File: src/rtl/gemm_activation_feeder_pkg.sv
// Shared types for the GEMM activation feeder.
// Holds the feeder FSM state type and the drain length helper.
package GEMM_pkg;

  typedef enum logic [1:0] {
    IDLE   = 2'd0,
    STREAM = 2'd1,
    FLUSH  = 2'd2
  } feeder_state_t;

  // Zero vectors needed to push the last real
  // vector fully through a square array.
  function automatic int drain_len(input int sa_size);
    return 2 * sa_size;
  endfunction

endpackage

File: src/rtl/gemm_act_fifo.sv
// Synchronous FIFO buffering activation vectors.
// Ports: clk, resetn, push/wdata, pop/rdata, count, full, empty.
module gemm_act_fifo #(
  parameter int WIDTH = 17,
  parameter int DEPTH = 4
) (
  input  logic                       clk,
  input  logic                       resetn,
  input  logic                       push,
  input  logic [WIDTH-1:0]           wdata,
  input  logic                       pop,
  output logic [WIDTH-1:0]           rdata,
  output logic [$clog2(DEPTH+1)-1:0] count,
  output logic                       full,
  output logic                       empty
);

  localparam int AW = $clog2(DEPTH);
  localparam int CW = $clog2(DEPTH+1);

  logic [WIDTH-1:0] mem [DEPTH];
  logic [AW-1:0]    wr_ptr;
  logic [AW-1:0]    rd_ptr;
  logic             do_push;
  logic             do_pop;

  assign full    = (count == CW'(DEPTH));
  assign empty   = (count == '0);
  assign do_push = push && !full;
  assign do_pop  = pop && !empty;
  assign rdata   = mem[rd_ptr];

  // DEPTH is a power of two, so pointer
  // overflow is the modulo wrap.
  always_ff @(posedge clk) begin
    if (!resetn) begin
      wr_ptr <= '0;
      rd_ptr <= '0;
      count  <= '0;
    end else begin
      if (do_push) wr_ptr <= wr_ptr + AW'(1);
      if (do_pop)  rd_ptr <= rd_ptr + AW'(1);
      unique case ({do_push, do_pop})
        2'b10:   count <= count + CW'(1);
        2'b01:   count <= count - CW'(1);
        default: count <= count;
      endcase
    end
  end

  always_ff @(posedge clk) begin
    if (do_push) mem[wr_ptr] <= wdata;
  end

endmodule

File: src/rtl/gemm_activation_feeder.sv
// Feeds buffered activation vectors into a systolic array, then drains it.
// Ports: in_valid/in_ready/in_data/in_last, sa_hold, sa_inputs,
// sa_advance, busy, flush_done, fifo_count.
module gemm_activation_feeder
  import GEMM_pkg::*;
#(
  parameter int SA_SIZE                = 2,
  parameter int WEIGHT_ACTIVATION_SIZE = 8,
  parameter int FIFO_DEPTH             = 4
) (
  input  logic                                         clk,
  input  logic                                         resetn,
  input  logic                                         in_valid,
  output logic                                         in_ready,
  input  logic [SA_SIZE-1:0][WEIGHT_ACTIVATION_SIZE-1:0] in_data,
  input  logic                                         in_last,
  input  logic                                         sa_hold,
  output logic [SA_SIZE-1:0][WEIGHT_ACTIVATION_SIZE-1:0] sa_inputs,
  output logic                                         sa_advance,
  output logic                                         busy,
  output logic                                         flush_done,
  output logic [$clog2(FIFO_DEPTH+1)-1:0]              fifo_count
);

  localparam int EW    = SA_SIZE * WEIGHT_ACTIVATION_SIZE;
  localparam int DRAIN = drain_len(SA_SIZE);
  localparam int DW    = $clog2(DRAIN+1);

  typedef logic [SA_SIZE-1:0][WEIGHT_ACTIVATION_SIZE-1:0] vec_t;

  feeder_state_t state, state_d;
  logic [DW-1:0] drain, drain_d;
  logic [EW:0]   head;
  vec_t          head_vec;
  logic          head_last;
  logic          full;
  logic          empty;
  logic          push;
  logic          pop;
  logic          adv_d;
  vec_t          inputs_d;
  logic          done_d;

  assign in_ready  = !full;
  assign push      = in_valid && in_ready;
  assign head_vec  = head[EW-1:0];
  assign head_last = head[EW];
  assign busy      = (state != IDLE);

  gemm_act_fifo #(
    .WIDTH(EW + 1),
    .DEPTH(FIFO_DEPTH)
  ) u_fifo (
    .clk    (clk),
    .resetn (resetn),
    .push   (push),
    .wdata  ({in_last, in_data}),
    .pop    (pop),
    .rdata  (head),
    .count  (fifo_count),
    .full   (full),
    .empty  (empty)
  );

  always_ff @(posedge clk) begin
    if (!resetn) begin
      state      <= IDLE;
      drain      <= '0;
      sa_advance <= 1'b0;
      sa_inputs  <= '0;
      flush_done <= 1'b0;
    end else begin
      state      <= state_d;
      drain      <= drain_d;
      sa_advance <= adv_d;
      sa_inputs  <= inputs_d;
      flush_done <= done_d;
    end
  end

  // The cycle after the last drain advance is spent
  // returning to IDLE with flush_done, so a vector queued
  // during FLUSH pops one edge after that.
  always_comb begin
    state_d  = state;
    drain_d  = drain;
    pop      = 1'b0;
    adv_d    = 1'b0;
    inputs_d = '0;
    done_d   = 1'b0;
    unique case (state)
      IDLE, STREAM: begin
        if (!empty && !sa_hold) begin
          pop      = 1'b1;
          adv_d    = 1'b1;
          inputs_d = head_vec;
        end
        if (pop && head_last) begin
          state_d = FLUSH;
        end else if (!empty) begin
          state_d = STREAM;
        end
      end
      FLUSH: begin
        if (drain == DW'(DRAIN)) begin
          state_d = IDLE;
          drain_d = '0;
          done_d  = 1'b1;
        end else if (!sa_hold) begin
          adv_d   = 1'b1;
          drain_d = drain + DW'(1);
        end
      end
      default: state_d = IDLE;
    endcase
  end

endmodule

File: config.mk
export PLATFORM = sky130hd
export DESIGN_NAME = gemm_activation_feeder
export DESIGN_NICKNAME = d
export VERILOG_FILES = /design/src/rtl/gemm_activation_feeder_pkg.sv /design/src/rtl/gemm_act_fifo.sv /design/src/rtl/gemm_activation_feeder.sv
export SDC_FILE = /design/constraint.sdc
export NUM_CORES = 1
export LEC_CHECK = 0
export CAP_MARGIN = 20
export CORE_MARGIN = 2
export CORE_UTILIZATION = 49
export DETAILED_ROUTE_END_ITERATION = 10
export PLACE_DENSITY_LB_ADDON = 0.05
export SLEW_MARGIN = 40
export SYNTH_ARGS = -nofsm -noshare
export SYNTH_HDL_FRONTEND = slang
export SYNTH_SLANG_ARGS = --single-unit
File: constraint.sdc
create_clock -name clk -period 2.1 [get_ports clk]
set_input_delay 0.42 -clock clk [delete_from_list [all_inputs] [get_ports clk]]
set_output_delay 0.42 -clock clk [all_outputs]
set_load 0.01 [all_outputs]
After elaboration in Yosys (flattened, before gate mapping)
Memories as Yosys holds them, arrays and structs flattened. A register that Yosys moved wholly into a read port is not among the register bits.
Index checks and enable logic that the tools add are counted.
- order comparisons: 0
- multiplexer cells: 18
- reductions and logical operators: 17
- shifts and indexed selects: 0
- equality and inequality tests: 9
- divide/modulo/power cells: 0
- bitwise logic cells: 0
- add/sub/neg operators: 5
- $mul: 0
- operators with widths (operator ; count):
    two-way mux 2 bit ; 5
    two-way mux 1 bit ; 8
    adder 3 x 1 -> 3 bit (second input constant) ; 2
    == test 3 bit (second input constant) ; 2
    two-way mux 3 bit ; 2
    one-hot mux 3 bit (2 select lines) ; 1
    AND reduction 2 bit ; 3
    logical AND 1 bit ; 5
    adder 2 x 1 -> 2 bit (second input constant) ; 2
    == test 2 x 1 -> 1 bit (second input constant) ; 2
    == test 2 bit (second input constant) ; 2
    one-hot mux 2 bit (2 select lines) ; 1
    nonzero test 2 bit ; 2
    logical NOT 1 bit ; 3
    logical NOT 3 bit ; 1
    != test 3 bit (second input constant) ; 1
    AND reduction 3 bit ; 1
    subtractor 3 x 1 -> 3 bit (second input constant) ; 1
    logical NOT 2 bit ; 1
    != test 2 x 1 -> 1 bit (second input constant) ; 1
    != test 2 bit (second input constant) ; 1
    one-hot mux 1 bit (2 select lines) ; 1
    OR reduction 2 bit ; 1
- logic and storage cells: 59
- memories kept: 1
- RAM bits: 68
- output and inout port bits: 23
- latch bits: 0
- input bits: 21
- bits in registers: 30
- memory bits (read-only): 0
- memory list (memory ; words ; width ; rd ports ; clocked after Yosys merged registers in ; write ports ; line ; source):
    u_fifo.mem ; 4 ; 17 ; 1 ; 1 ; 1 ; gemm_act_fifo.sv:21 ; logic [WIDTH-1:0] mem [DEPTH];

Logic depth before layout (Yosys ltp)
Gate-level depths: netlist of the first run.
- word-level depth: 9
- gate-level depth with buffers: 9
- gate-level depth less buffers: 8

By module
Synthesis of the first run repeated with hierarchy kept, for this count alone.
- cell total of the unflattened synthesis: 219
- area total of the unflattened synthesis: 3753.6 µm²
- modules (own cells, without submodules) (module ; times used ; area each (µm²) ; seq. area each (µm²) ; cells each):
    gemm_act_fifo ; 1 ; 2960.3 ; 2222.1 ; 143
    gemm_activation_feeder ; 1 ; 793.3 ; 460.4 ; 76

Worst setup path after synthesis of the first run
Ideal clock, no wire load.
- kind: register to register
- start point: register u_fifo.count[2]
- end point: register u_fifo.count[2]
- stages on the path, launching flop included: 10
- required time: 2.030 ns
- data arrival time: 2.340 ns
- slack: -0.310 ns
- library setup time: 0.070 ns
- clock period less this slack: 2.410 ns
- path buffers: 1
- path through: dfxtp_1 or3b_2 clkbuf_1 nand2_1 ha_1 inv_1 fa_1 xor2_1 or3_1 a21oi_1
- elaborated cells on any way between the ends: 17
- those cells by class: add/sub (2); eq/ne (3); mux (4); reduce/logical (8)
- RTL lines (item ; line ; source):
    from (decl) ; gemm_act_fifo.sv:13 ; output logic [$clog2(DEPTH+1)-1:0] count,
    from (signal assigned) ; gemm_act_fifo.sv:44 ; 2'b10: count <= count + CW'(1);
    from (signal assigned) ; gemm_act_fifo.sv:45 ; 2'b01: count <= count - CW'(1);
    from (signal assigned) ; gemm_act_fifo.sv:46 ; default: count <= count;
    == test 3 bit (*) ; gemm_act_fifo.sv:27 ; assign full = (count == CW'(DEPTH));
    logical NOT 1 bit (*) ; gemm_activation_feeder.sv:44 ; assign in_ready = !full;
    net in_ready ; gemm_activation_feeder.sv:14 ; output logic in_ready,
    logical AND 1 bit ; gemm_activation_feeder.sv:45 ; assign push = in_valid && in_ready;
    logical AND 1 bit (*) ; gemm_act_fifo.sv:29 ; assign do_push = push && !full;
    == test 2 x 1 -> 1 bit / == test 2 bit (equally long branches) ; gemm_act_fifo.sv:43 ; unique case ({do_push, do_pop})
    one-hot mux 3 bit (2 select lines) / nonzero test 2 bit (equally long branches) ; -- ;
Mark *: on every way through the listed nets, which the timed path passes. The rest lies on a longest branch. The select of a mux whose other input is x is not followed.
A chain may end at the register's enable or synchronous reset.

Final worst setup path of the first run
- start point: register state[1]
- end point: output busy
- cells in the longest elaborated chain, start to end: 1
- ends and longest elaborated chain (item ; line ; source):
    from (decl) ; gemm_activation_feeder.sv:31 ; feeder_state_t state, state_d;
    from (signal assigned) ; gemm_activation_feeder.sv:73 ; state <= state_d;
    nonzero test 2 bit ; gemm_activation_feeder.sv:48 ; assign busy = (state != IDLE);
    to (decl) ; gemm_activation_feeder.sv:20 ; output logic busy,
No other way between the ends.

==> metrics.txt, run 1 <==
most common cell after layout, fill and taps aside edfxtp_1; layout cell share with drive strength beyond 1 22.4%; dpl cells roughly 370; CP Launch Type flip-flop; pin count of the biggest net entering global routing 19; Vias 1,943; leading post-synthesis cells by cell area edfxtp_1 55%, dfxtp_1 17%, mux4_2 10%, nor2b_1 2.9%, ha_1 2.4%; initial antenna violation count 0; # nets final 310; H-Tree Depth 3; core area ~0.0073 mm²; most frequent cells in the layout 68 x edfxtp_1, 42 x clkdlybuf4s50_1, 29 x dfxtp_1; crit path capture type primary output; critical-path cell list buf_4 > or2_2 > clkdlybuf4s50_1; wirelength, routed 6030 µm; HPWL Detailed 3970 µm; max_slew headroom 70.9%; clk buf depth 2; CTS tree done; Port Buf Inserts 43; Final Hold Vio Count 0; via density per instance 5.05; status finished, final reports clean; RSZ-0062 raised after global routing false; # setup viols final 0; sequential fraction of the synthesis area ~72%; Synth cell types 34; Top Ports 44; Top delay family on crit path buffers and inverters; Power Total a little under 5 mW; grt ovf 0; Reg2Reg Depth 8; final setup skew 0.0106 ns; cell taking the most area after synthesis edfxtp_1; Crit Path Category flip-flop to primary output; vias in the first global route 2,025; CP max stage delay between 0.4 and 0.5 ns; CP Data Required Time 1.68 ns; Cell Rows 31; gp weighted congestion 0.732; maximum vdd ir drop roughly 0.00076 V; setup slack after layout 0.0837 ns; Mapped Area 0.00372 mm²; initial detailed-routing violation count 136; Hold Crit Class flip-flop to flip-flop; R2R Path Start u_fifo.count[0]; Leakage 1.56 nW; Min-Delay Path Depth 2; max frequency 496 MHz; fin cells 385; Buf+Inv Stages, Crit Path 2; cell count after synthesis 219; period utilization 96.0%; worst-path maximum fanout 9; post-route ant nets 0; Power Dens Cells 1050 mW/mm²; Ys Warns 0; routed len/inst 15.7 µm; Starting Density roughly 51%; ANT cells 0; Post-Syn Nets approximately 250; Die H 91.1 µm; cts bufs inserted 9; Place WS -0.219 ns; Layout area overhead 23.9%; die width 91.1 µm; gr usage total 15.9%; Hold Crit Start u_fifo.rd_ptr[1]; top-area cell type share of the netlist area 54.9%; die area 0.00830 mm²; setup slack, reg-to-reg about 0.090 ns; total of max-cap violations 0; Clock Tree Root clkbuf_8; Worst Path Arrival 1.60 ns; post-route minimum period 2.02 ns; Worst Tran Pin Value 0.437 ns; Worst-Skew Late Latency 0.36 ns; Worst R2R End u_fifo.count[2]; final core utilization 63.2%; synthesized area per cell 17.0 µm²; Slew Viols, Final 0; TritonRoute pass-1 iters 6; Yosys reg bits 100; CP max stage cell clkdlybuf4s50_1; drt drc 0; CTS clk-pin slew, worst paths 0.09 ns; first-pass GRT wire length 10,000 µm; Clock Sinks 100
[state kept, by name (all words and copies together) (netlist names), named ones only]
name	flops
drain	3
flush_done	1
sa_advance	1
sa_inputs	16
state	2
u_fifo.count	3
u_fifo.mem	68
u_fifo.rd_ptr	2
u_fifo.wr_ptr	2
[routing by layer]
layer	GRT usage (%)	vias to the layer above	routed length, µm
li1	-	944	-
met1	20.5	955	2620
met2	25.9	40	3130
met3	5.48	4	237
met4	4.17	0	40
met5	0	-	0
[synthesized netlist by cell type]
cell       instances
or2_2              1
buf_1              1
nand3_1            5
a2bb2oi_1          1
ha_1               7
dfxtp_1           32
clkbuf_1           4
or3_1              2
nor3_4             1
a21o_1             2
nor2_1             5
a21boi_0           1
nor2b_1           17
a21bo_2            1
clkbuf_2           1
a2111oi_2          1
a31oi_1            1
inv_1             10
edfxtp_1          68
or3b_2             1
o21ai_0            5
buf_2              4
and3_1             4
o31ai_1            2
nor3_1             4
xor2_1             2
or4_1              2
mux4_2            17
buf_6              1
a21oi_1            9
fa_1               1
nand2b_1           3
nand2_1            2
nor3b_1            1
[power breakdown]
group | leakage [nW] | switching [mW] | total [mW] | internal, mW
sequential | 0.886 | 0.102 | 2.45 | 2.34
clock | 0.0914 | 0.675 | 1.16 | 0.482
combinational | 0.582 | 0.550 | 1.26 | 0.705
total | 1.56 | 1.33 | 4.86 | 3.53
[worst min-delay path, stage by stage (launching register included)]
cell     delay (ns)
dfxtp_1        0.32
o31ai_1        0.06
a21oi_1        0.07
[area by class of cell]
cell class	count	area (µm²)
clock buffers	10	138
multi-input cells	98	968
clock inverters	6	52.6
fillers	613	2680
repair buffers	62	597
inverters	10	37.5
flip-flops and latches	100	2690
well taps	99	124
[cells by family after synthesis]
family | after synthesis | share of synthesized area [%]
mux | 17 | 10.3
compound gates | 23 | 3.97
simple gates | 48 | 7.74
flops | 100 | 72.1
buf+inv | 21 | 2.49
xor+xnor | 2 | 0.471
fa+ha+maj | 8 | 2.89
[worst max-delay path by stage]
stage / startpoint / endpoint / slack [ns] / depth (start not counted)
3_3_place_gp: sa_hold / u_fifo.count[2] / -0.19 / 9
4_1_cts: state[1] / busy / 0.05 / 3
3_5_place_dp: sa_hold / u_fifo.count[2] / -0.22 / 9
5_1_grt: u_fifo.count[0] / u_fifo.count[2] / 0.005 / 8
6_report: state[1] / busy / 0.08 / 3
2_1_floorplan: u_fifo.count[0] / u_fifo.count[2] / 0.004 / 9
[per-stage QoR]
step	area [µm²]	hold WS, ns	TNS [ns]
2_1_floorplan	3760	0.453	0
3_3_place_gp	4410	0.468	-0.233
3_5_place_dp	4410	0.481	-0.297
4_1_cts	4600	0.491	0
5_1_grt	4610	0.514	0
6_report	4610	0.494	0
[what timing repair did]
| item | in CTS | in global routing |
|---|---|---|
| resized for setup | 1 | 0 |
| endpoints found under the setup margin | 1 | 1 |
| endpoints found under the hold margin | 0 | 0 |
| hold buffers | 0 | 0 |
| pin swaps | 0 | 0 |
| buffers inserted | 0 | 1 |
Power figures use the tool's default switching activity.
==> inputs of run 2 (changes only) <==
Settings changed: CAP_MARGIN 20 to unset, GPL_TIMING_DRIVEN set to 0.
==> run 2 against run 1 <==
Against the previous run: register-to-register slack worse by 0.03 ns; count of clock-buffer cells in the layout unchanged; global-route usage down 0.52 points; combinational power about the same; clock skew up 0.0016 ns; sequential share of layout area up 0.71 points; die area unchanged; sequential power about the same; critical path type is now flip-flop to flip-flop; highest routed layer unchanged.
==> metrics.txt, run 2 (synthesis gave the netlist of run 1 again) <==
most frequent cells in the layout 68 x edfxtp_1, 40 x clkdlybuf4s50_1, 29 x dfxtp_1; Crit Path Category flip-flop to flip-flop; Hold Buf Count CTS 0 (unchanged); first-pass GRT wire length 9690 µm (-3.4%); met2 usage in global routing 26.0% (+0.062 points); gr usage total 15.4% (-0.52 points); pin count of the biggest net entering global routing 19 (unchanged); crit path capture type flip-flop; Reg2Reg Depth 8 (unchanged); period utilization 97.0% (+0.95 points); Fillers 575 (-6.2%); final setup skew 0.0122 ns (+0.00161 ns); Worst Path Arrival 2.31 ns (+0.71 ns); total of max-cap violations 0 (unchanged); Worst-Skew Late Latency 0.35 ns (about the same); die area 0.00830 mm² (unchanged); met1 GRT Util 18.7% (-1.8 points); CP Data Required Time 2.37 ns (+0.69 ns); CP max stage delay 0.41 ns (-0.07 ns); ANT cells 0 (unchanged); grt ovf 0 (unchanged); M3 GR Usage 3.73% (-1.7 points); Port Buf Inserts 41 (-4.7%); top flop regs u_fifo.mem x68, sa_inputs x16; critical-path cell list or3b_4 > nand2_4 > ha_4 > inv_2 > fa_2 > xor2_1 > or3_1 > a21oi_1; final core utilization 62.5% (-0.70 points); Worst Tran Pin Value 0.636 ns (+0.200 ns); drt drc 0 (unchanged); cell count along the critical path 8 (+5); Buf+Inv Stages, Crit Path 1 (-1); max frequency 491 MHz (-0.98%); initial antenna violation count 0 (unchanged); Hold Crit Class input pin to flip-flop; setup slack after layout 0.0638 ns (-0.0199 ns); dpl cells 359 (-2.4%); RSZ-0062 raised after global routing false; # nets final 305 (-1.6%); max reg flops 68 (unchanged); Power Dens Cells 1090 mW/mm² (+3.4%); max_slew headroom 57.6% (-13 points); Slew Viols, Final 0 (unchanged); Top delay family on crit path simple AND/OR/NAND/NOR gates; CP Launch Type flip-flop; status finished, final reports clean; CTS tree done; Place WS -0.0935 ns (+0.126 ns); Die H 91.1 µm (unchanged); TritonRoute pass-1 iters 4 (-2); via density per instance 5.13 (+1.7%); # setup viols final 0 (unchanged); H-Tree Depth 3 (unchanged); fin cells 380 (-1.3%); initial detailed-routing violation count 93 (-32%); maximum vdd ir drop 0.000890 V (+18%); CTS clk-pin slew, worst paths 0.10 ns (about the same); core area 0.00729 mm² (unchanged); CP startpoint u_fifo.count[1]; crit path to u_fifo.count[2]; Starting Density 51.0% (unchanged); Clock Sinks 100 (unchanged); layout cell share with drive strength beyond 1 22.4% (+0.042 points); routed len/inst 15.4 µm (-1.3%); Layout area overhead 22.5%; CP max stage cell or3b_4; worst-path maximum fanout 5 (-4); HPWL Detailed 3640 µm (-8.3%); Vias 1,950 (+0.36%); Clock Tree Root clkbuf_8; vias in the first global route 1,977 (-2.4%); Cell Rows 31 (unchanged); Biggest register u_fifo.mem; post-route minimum period 2.04 ns (+0.0199 ns); cts bufs inserted 9 (unchanged); R2R Path Start u_fifo.count[1]; Top Ports 44 (unchanged); most common cell after layout, fill and taps aside edfxtp_1; setup slack, reg-to-reg 0.06 ns (-0.03 ns); Leakage 1.53 nW (-2.0%); post-route ant nets 0 (unchanged); Worst R2R End u_fifo.count[2]; GR peak layer met2; clk buf depth 2 (unchanged); Final Hold Vio Count 0 (unchanged); gp weighted congestion 0.707 (-3.4%); die width 91.1 µm (unchanged); wirelength, routed 5870 µm (-2.6%)
-- run 2: cell count changes in the layout (fill, tap and decap cells not counted), moves of 2 or more --
cell,delta
buf_4,-10
and3_1,-4
and3_2,+4
buf_2,+4
buf_12,-2
clkbuf_1,+2
clkdlybuf4s50_1,-2
clkinvlp_4,-2
-- run 2: how the worst min path moves through the flow --
stage	cells after the start	slack, ns	endpoint	startpoint
6_report	3	0.48	u_fifo.wr_ptr[1]	in_valid
5_1_grt	3	0.48	u_fifo.wr_ptr[1]	in_valid
4_1_cts	4	0.46	drain[0]	sa_hold
3_5_place_dp	2	0.48	flip-flop	u_fifo.rd_ptr[1]
3_3_place_gp	2	0.47	u_fifo.rd_ptr[1]	u_fifo.rd_ptr[1]
2_1_floorplan	2	0.45	flip-flop	u_fifo.rd_ptr[1]
-- run 2: worst register-to-register path, cell delays in order, from the launching register on --
cell and delay, ns:
dfxtp_4 0.37, or3b_4 0.41, nand2_4 0.08, ha_4 0.13, inv_2 0.04, fa_2 0.34
xor2_1 0.16, or3_1 0.30, a21oi_1 0.13
-- run 2: area by class of cell --
cell class	instances	area, µm²	area share [%]
inverters	10	37.5	0.824
multi-input cells	98	978	21.5
repair buffers	48	462	10.1
clock inverters	6	76.3	1.67
flip-flops and latches	100	2690	59.1
clock buffers	10	138	3.02
well taps	99	124	2.72
plain buffers	9	47.5	1.04
-- run 2: through the flow --
| step | cell area, µm² | setup TNS, ns | total power [mW] | hold slack [ns] |
|---|---|---|---|---|
| floorplan | 3760 | 0 | 3.29 | 0.453 |
| global placement | 4300 | -0.0898 | 3.69 | 0.468 |
| detailed placement | 4300 | -0.0935 | 3.70 | 0.483 |
| global route | 4560 | 0 | 5.23 | 0.481 |
| finish | 4560 | 0 | 4.97 | 0.479 |
| CTS | 4540 | -0.0314 | 5.01 | 0.462 |
-- run 2: power by group --
group,switching (mW),total (mW),internal [mW]
clock network,0.661,1.27,0.607
logic,0.572,1.26,0.692
registers,0.0896,2.44,2.35
total,1.32,4.97,3.65
-- run 2: routing by layer --
layer,wire length (µm),vias to the layer above
li1,-,934
met1,2520,968
met2,3050,42
met3,229,6
met4,72,0
met5,0,-
-- run 2: timing repair --
action | CTS | global route
buffers inserted | 5 | 2
gates resized for setup | 2 | 1
endpoints found under the setup margin | 3 | 1
pin swaps | 1 | 2
